==> config.mk <==
export PLATFORM = sky130hd
export DESIGN_NAME = multispi_master
export DESIGN_NICKNAME = d
export VERILOG_FILES = /design/src/rtl/multispi_pkg.sv /design/src/rtl/multispi_master_spi_shift_engine.sv /design/src/rtl/multispi_master.sv
export SDC_FILE = /design/constraint.sdc
export NUM_CORES = 1
export LEC_CHECK = 0
export ABC_AREA = 1
export CORE_ASPECT_RATIO = 1.2
export CORE_MARGIN = 2
export CORE_UTILIZATION = 52
export DETAILED_ROUTE_END_ITERATION = 10
export GPL_TIMING_DRIVEN = 1
export PLACE_DENSITY = 0.89
export SLEW_MARGIN = 0
export SYNTH_ARGS = -nofsm -noshare
export SYNTH_HDL_FRONTEND = slang
export SYNTH_SLANG_ARGS = --single-unit
==> constraint.sdc <==
create_clock -name clk -period 2.5 [get_ports clk]
set_input_delay 0.5 -clock clk [delete_from_list [all_inputs] [get_ports clk]]
set_output_delay 0.5 -clock clk [all_outputs]
set_load 0.1 [all_outputs]
==> src/rtl/multispi_pkg.sv <==
// Shared constants for the multi-channel SPI master: register map defaults,
// CFG/STAT bit positions and the shift-engine state encoding.
package multispi_pkg;

  localparam logic [7:0] REG_DATA_DEF = 8'h02;
  localparam logic [7:0] REG_CS_DEF   = 8'h30;
  localparam logic [7:0] REG_CFG_DEF  = 8'h31;
  localparam logic [7:0] REG_STAT_DEF = 8'h32;

  localparam int CFG_CPHA    = 0;
  localparam int CFG_CPOL    = 1;
  localparam int CFG_LSB     = 2;
  localparam int CFG_DIV_LSB = 3;

  localparam int STAT_BUSY    = 7;
  localparam int STAT_CS_NONE = 6;

  typedef enum logic [1:0] {
    ST_IDLE  = 2'd0,
    ST_SHIFT = 2'd1,
    ST_DONE  = 2'd2
  } spi_state_t;

endpackage

==> src/rtl/multispi_master_spi_shift_engine.sv <==
// Single-byte SPI shift engine: 16 half-period phases, programmable divider,
// all four modes and selectable bit order.
//
//   state    | meaning
//   ---------+------------------------------------------------------------
//   ST_IDLE  | sclk parked at CPOL, mosi high, waiting for start
//   ST_SHIFT | 16 half-period phases; even phases end with a MISO sample,
//            | odd phases end with a shift
//   ST_DONE  | one cycle: shifter copied into rx, then back to idle
module spi_shift_engine
  import multispi_pkg::*;
(
  input  logic       clk,
  input  logic       rst_n,
  input  logic       start,
  input  logic [7:0] tx,
  input  logic [7:0] cfg,
  input  logic       miso,
  output logic       busy,
  output logic [7:0] rx,
  output logic       sclk,
  output logic       mosi
);

  spi_state_t state, state_nxt;
  logic [3:0] phase;
  logic [4:0] div_cnt;
  logic [7:0] shreg;
  logic       samp;
  logic [4:0] div_val;
  logic       lsb_first;
  logic       div_tc;

  assign div_val   = cfg[7:CFG_DIV_LSB];
  assign lsb_first = cfg[CFG_LSB];
  assign div_tc    = (div_cnt == 5'd0);

  always_ff @(posedge clk) begin
    if (!rst_n) state <= ST_IDLE;
    else        state <= state_nxt;
  end

  always_comb begin
    state_nxt = state;
    case (state)
      ST_IDLE:  if (start) state_nxt = ST_SHIFT;
      ST_SHIFT: if (div_tc && phase == 4'd15) state_nxt = ST_DONE;
      ST_DONE:  state_nxt = ST_IDLE;
      default:  state_nxt = ST_IDLE;
    endcase
  end

  // Modes with CPHA=1 only invert the clock within the transfer; the
  // sample/shift points land on the same phases in every mode.
  always_comb begin
    busy = (state != ST_IDLE);
    sclk = cfg[CFG_CPOL];
    mosi = 1'b1;
    if (state == ST_SHIFT) begin
      sclk = cfg[CFG_CPOL] ^ cfg[CFG_CPHA] ^ phase[0];
      mosi = lsb_first ? shreg[0] : shreg[7];
    end
  end

  always_ff @(posedge clk) begin
    if (!rst_n) begin
      phase   <= 4'd0;
      div_cnt <= 5'd0;
      shreg   <= 8'hFF;
      samp    <= 1'b1;
      rx      <= 8'hFF;
    end else if (state == ST_IDLE && start) begin
      shreg   <= tx;
      phase   <= 4'd0;
      div_cnt <= div_val;
    end else if (state == ST_SHIFT) begin
      if (div_tc) begin
        div_cnt <= div_val;
        phase   <= phase + 4'd1;
        if (!phase[0])      samp  <= miso;
        else if (lsb_first) shreg <= {samp, shreg[7:1]};
        else                shreg <= {shreg[6:0], samp};
      end else begin
        div_cnt <= div_cnt - 5'd1;
      end
    end else if (state == ST_DONE) begin
      rx <= shreg;
    end
  end

endmodule

==> src/rtl/multispi_master.sv <==
// ZX-UNO register-mapped SPI master: register decode, chip-select register,
// per-channel MISO mux and CPU stall around a shared shift engine.
module multispi_master
  import multispi_pkg::*;
#(
  parameter int         NCS      = 16,
  parameter int         CSW      = 4,
  parameter logic [7:0] REG_DATA = REG_DATA_DEF,
  parameter logic [7:0] REG_CS   = REG_CS_DEF,
  parameter logic [7:0] REG_CFG  = REG_CFG_DEF,
  parameter logic [7:0] REG_STAT = REG_STAT_DEF
) (
  input  logic           clk,
  input  logic           rst_n,
  input  logic [7:0]     addr,
  input  logic           ior,
  input  logic           iow,
  input  logic [7:0]     din,
  output logic [7:0]     dout,
  output logic           oe_n,
  output logic           wait_n,
  output logic           spi_clk,
  output logic           spi_mosi,
  input  logic [NCS-1:0] spi_miso,
  output logic [NCS-1:0] spi_cs_n
);

  localparam logic [7:0] NCS_LIM = 8'(NCS);

  logic           ior_q, iow_q;
  logic [7:0]     cfg;
  logic           cs_none;
  logic [CSW-1:0] cs_idx;
  logic           pend_valid, pend_wr;
  logic [7:0]     pend_addr, pend_din;

  logic           rd_edge, wr_edge;
  logic           exec_valid, exec_wr, capture, stall;
  logic [7:0]     exec_addr, exec_din;
  logic           busy, start, miso_sel;
  logic [7:0]     tx, rx, cs_rd, stat_rd;

  function automatic logic is_stall_reg(input logic [7:0] a);
    return (a == REG_DATA) || (a == REG_CS) || (a == REG_CFG);
  endfunction

  assign rd_edge = ior && !ior_q;
  assign wr_edge = iow && !iow_q;

  // A pending (stalled) access replays on the first non-busy cycle.
  always_comb begin
    exec_valid = 1'b0;
    exec_wr    = 1'b0;
    exec_addr  = addr;
    exec_din   = din;
    capture    = 1'b0;
    stall      = 1'b0;
    if (pend_valid) begin
      if (busy) begin
        stall = 1'b1;
      end else begin
        exec_valid = 1'b1;
        exec_wr    = pend_wr;
        exec_addr  = pend_addr;
        exec_din   = pend_din;
      end
    end else if (rd_edge || wr_edge) begin
      if (busy && is_stall_reg(addr)) begin
        capture = 1'b1;
        stall   = 1'b1;
      end else begin
        exec_valid = 1'b1;
        exec_wr    = wr_edge;
      end
    end
  end

  assign wait_n = !stall;
  assign start  = exec_valid && (exec_addr == REG_DATA);
  assign tx     = exec_wr ? exec_din : 8'hFF;

  always_ff @(posedge clk) begin
    if (!rst_n) begin
      ior_q      <= 1'b0;
      iow_q      <= 1'b0;
      cfg        <= 8'h00;
      cs_none    <= 1'b1;
      cs_idx     <= '0;
      pend_valid <= 1'b0;
      pend_wr    <= 1'b0;
      pend_addr  <= 8'h00;
      pend_din   <= 8'h00;
    end else begin
      ior_q <= ior;
      iow_q <= iow;
      if (capture) begin
        pend_valid <= 1'b1;
        pend_wr    <= wr_edge;
        pend_addr  <= addr;
        pend_din   <= din;
      end else if (exec_valid) begin
        pend_valid <= 1'b0;
      end
      if (exec_valid && exec_wr && exec_addr == REG_CFG) cfg <= exec_din;
      // Any set bit above the channel range also deselects everything.
      if (exec_valid && exec_wr && exec_addr == REG_CS) begin
        cs_none <= exec_din[7] || ({1'b0, exec_din[6:0]} >= NCS_LIM);
        cs_idx  <= exec_din[CSW-1:0];
      end
    end
  end

  always_comb begin
    spi_cs_n = '1;
    miso_sel = 1'b1;
    for (int i = 0; i < NCS; i++) begin
      if (!cs_none && cs_idx == CSW'(i)) begin
        spi_cs_n[i] = 1'b0;
        miso_sel    = spi_miso[i];
      end
    end
  end

  always_comb begin
    cs_rd               = 8'h00;
    cs_rd[7]            = cs_none;
    cs_rd[CSW-1:0]      = cs_idx;
    stat_rd             = 8'h00;
    stat_rd[STAT_BUSY]    = busy;
    stat_rd[STAT_CS_NONE] = cs_none;
  end

  always_comb begin
    oe_n = !(ior && (is_stall_reg(addr) || addr == REG_STAT) && wait_n);
    dout = 8'h00;
    if (!oe_n) begin
      if (addr == REG_DATA)     dout = rx;
      else if (addr == REG_CS)  dout = cs_rd;
      else if (addr == REG_CFG) dout = cfg;
      else                      dout = stat_rd;
    end
  end

  spi_shift_engine u_engine (
    .clk   (clk),
    .rst_n (rst_n),
    .start (start),
    .tx    (tx),
    .cfg   (cfg),
    .miso  (miso_sel),
    .busy  (busy),
    .rx    (rx),
    .sclk  (spi_clk),
    .mosi  (spi_mosi)
  );

endmodule
==> impl_metrics.yaml <==
final_layout:
  fillers: 450
  drive_above_1_share: 0.303
  syn_to_final_growth_pct: 45.0
  final_cell_mix: "nand2_1, inv_1, buf_4"
  final_common_cell: "nand2_1"
  nNetsFinal: 646
  antenna_cells: 0
sta:
  rsz0062_at_grt: "true"
  max_slew_margin: 0.654
  final.setup.tns_ns: -0.978
  setup_viol: 10
  max_freq_mhz: 383
  tightest_slew_ns: 0.517
  layout_setup_ws_ns: -0.114
  min_period_ns: 2.61
  finalCritPeriodShare: 1.05
  slew_violations: 0
  hold_violations: 0
  skew_ns: 0.00604
power_and_ir_drop:
  finalPower_mw: 1.99
  powerDensity_nw_per_um2: 402
  leakage_nw: 2.02
  worst_ir_drop_vdd_mv: 0.275
floorplanning:
  initial_core_util: 0.533
  core_um2: 6410
  rows: 32
  fp.dieH_um: 92.7
  pin_count: 64
  dieArea_um2: 7230
  fp.dieW_um: 77.9
setup_path:
  end_kind: "output pin"
  path_delay_family: "simple AND/OR/NAND/NOR gates"
  cp_slowest_cell: "clkinvlp_4"
  slowest_delay_ns: 0.24
  worstPathMaxFanout: 5
  critical_path_required_ns: 2.00
  worstSetupPathType: "in -> out"
  r2r_cells: 15
  r2r_setup_slack_ns: 0.15
  r2r_end: "pend_din[3]$_SDFFE_PN0P_"
  cp_cell_sequence: "buf_6, inv_4, nand2_8, nor3_4, nand2_2, nand3_2, nand2_2, nor2_4, inv_2, o21ai_2, clkinvlp_4, nand2_8, nor2_4, buf_12"
  crit_arrival_ns: 2.11
  r2r-start: "u_engine.state[0]$_SDFFE_PN0P_"
  cp_num_buf_inv: 5
  cp-start-kind: "input port"
min_path:
  worstHoldPathType: "reg -> reg"
  hold_path_end: "pend_din[1]$_SDFFE_PN0P_"
  whs_path_depth: 2
  min_from: "pend_din[1]$_SDFFE_PN0P_"
routing:
  dr.first_iter.drc_count: 375
  drc: 0
  wl_per_cell_um: 15.4
  drt_pre_antenna_iters: 5
  viasPerCell: 5.44
  wl_um: 10800
  antenna_left: 0
  num_vias: 3800
grt:
  grt_use_met2: 0.551
  use_met3: 0.0770
  grt_usage: 0.308
  grt_max_degree: 37
  grt_pass1_vias: 3786
  grt.busiest_layer: "met2"
  grt_util_met1: 0.316
  grt_remaining_overflow: 0
  grt_pass1_wl_um: 17400
  antenna_found_initial: 0
yosys:
  yosys.area_share.adder: 0.00733
  synth_top_family_by_area: "simple AND/OR/NAND/NOR gates"
  yosysWarnings: 0
  async_flop_share: 0
  synthMuxAreaShare: 0.00880
  seq_area_frac_synth: 0.358
  synthSimpleGateAreaFrac: 0.278
  netlist_area_um2: 3410
  syn_avg_cell_area_um2: 6.88
  synth_edf_count: 0
  netlist_instances: 496
  ys.flop_type: "dfxtp_1"
  synth.distinct_cells: 42
  synthXorXnorAreaFrac: 0.0103
  synth_compound_area_frac: 0.224
  ys_ff_latch: 61
  synth_nets: 534
cts:
  cts_hold_buf: 0
  cts_buffers: 9
  clockBufferDepth: 2
  htree_levels: 3
  clock_latency_ns: 0.35
  clkTransAtPathRegs_ns: 0.07
  clkSinkCount: 61
  tritoncts: "yes"
  cts-root-buf: "clkbuf_8"
placement:
  port_buffers: 63
  dp_slack_ns: -0.565
  hpwl_um: 7340
  gp_congestion: 0.916
status:
  violations: "negative setup slack"
  status: "finished, violations left"
run:
  max-cap-violations: 0
[area by class of cell]
| class | instances | area [µm²] | share of cell area |
|---|---|---|---|
| Timing Repair Buffer | 113 | 1090 | 0.220 |
| Clock inverter | 4 | 22.5 | 0.00455 |
| Clock buffer | 12 | 155 | 0.0314 |
| Inverter | 86 | 349 | 0.0706 |
| Tap cell | 85 | 106 | 0.0215 |
| Sequential cell | 61 | 1220 | 0.247 |
| Multi-Input combinational cell | 337 | 2000 | 0.405 |
[timing repair]
action | 4_1_cts | 5_1_grt
resized for setup | 51 | 19
hold endpoints to repair | 0 | 0
gates cloned | 1 | 0
pin swaps | 19 | 4
buffers inserted | 23 | 1
endpoints found under the setup margin | 10 | 21
[how the worst max path moves through the flow]
stage	startpoint	end	slack, ns	cells after the start
CTS	addr[2]	dout[3]	-0.05	14
detailed placement	addr[6]	dout[3]	-0.56	14
global placement	addr[6]	dout[0]	-0.50	14
global route	addr[6]	dout[2]	-0.18	14
finish	addr[2]	dout[3]	-0.11	14
floorplan	addr[6]	dout[0]	-0.62	12
[routing by layer]
| layer | vias up | wire length [µm] |
|---|---|---|
| li1 | 1847 | - |
| met1 | 1744 | 4150 |
| met3 | 45 | 636 |
| met2 | 164 | 5410 |
| met4 | 0 | 552 |
| met5 | - | 0 |
[synthesized netlist by cell type (4+ instances only)]
cell | n | area [µm²]
nand3_2 | 4 | 40.0
clkbuf_1 | 9 | 33.8
dfxtp_1 | 61 | 1220
nand4_1 | 5 | 31.3
a21oi_2 | 6 | 52.6
or2_2 | 9 | 56.3
o21ai_0 | 51 | 255
nand3_1 | 20 | 100
o21ai_1 | 13 | 65.1
nor2_1 | 43 | 161
inv_1 | 77 | 289
a21oi_1 | 38 | 190
inv_2 | 8 | 30.0
nand2_2 | 11 | 68.8
nand2_1 | 73 | 274
nor2_2 | 5 | 31.3
nor3_1 | 12 | 60.1
o211ai_1 | 10 | 75.1
o21ai_2 | 6 | 52.6
[registers in the layout, indices dropped and copies added (netlist names)]
register / flops
u_engine.rx: 8
iow_q: 1
ior_q: 1
u_engine.div_cnt: 5
pend_valid: 1
cs_idx: 4
pend_addr: 8
pend_din: 8
u_engine.samp: 1
cs_none: 1
cfg: 8
u_engine.state: 2
u_engine.shreg: 8
u_engine.phase: 4
pend_wr: 1
[stage by stage]
step | instances | util | instance area (µm²) | hold WS (ns)
after floorplan | 496 | - | 3550 | 0.425
after global placement | 659 | 0.703 | 4500 | 0.435
after detailed placement | 659 | 0.703 | 4500 | 0.448
after CTS | 699 | 0.765 | 4900 | 0.459
after global routing | 698 | 0.772 | 4950 | 0.484
final | 698 | 0.772 | 4950 | 0.457
[worst reg2reg max path, delay by kind of cell (launching register included)]
kind	cells	cell delay [ns]
and+or+nand+nor	3	0.29
DFF	1	0.41
AOI/OAI and AO/OA	2	0.28
buffers and inverters	10	1.23
[power breakdown]
part           internal, mW  switching (mW)  leakage [nW]
Sequential            0.975         0.00178         0.493
Clock                 0.409           0.405        0.0921
Combinational        0.0996           0.102          1.44
[logic make-up after synthesis]
group	Yosys count
simple gates	193
compound gates	134
fa+ha+maj	2
buf+inv	99
mux	3
xor+xnor	4
flops	61
No activity file was read; power rests on OpenSTA's default activity.
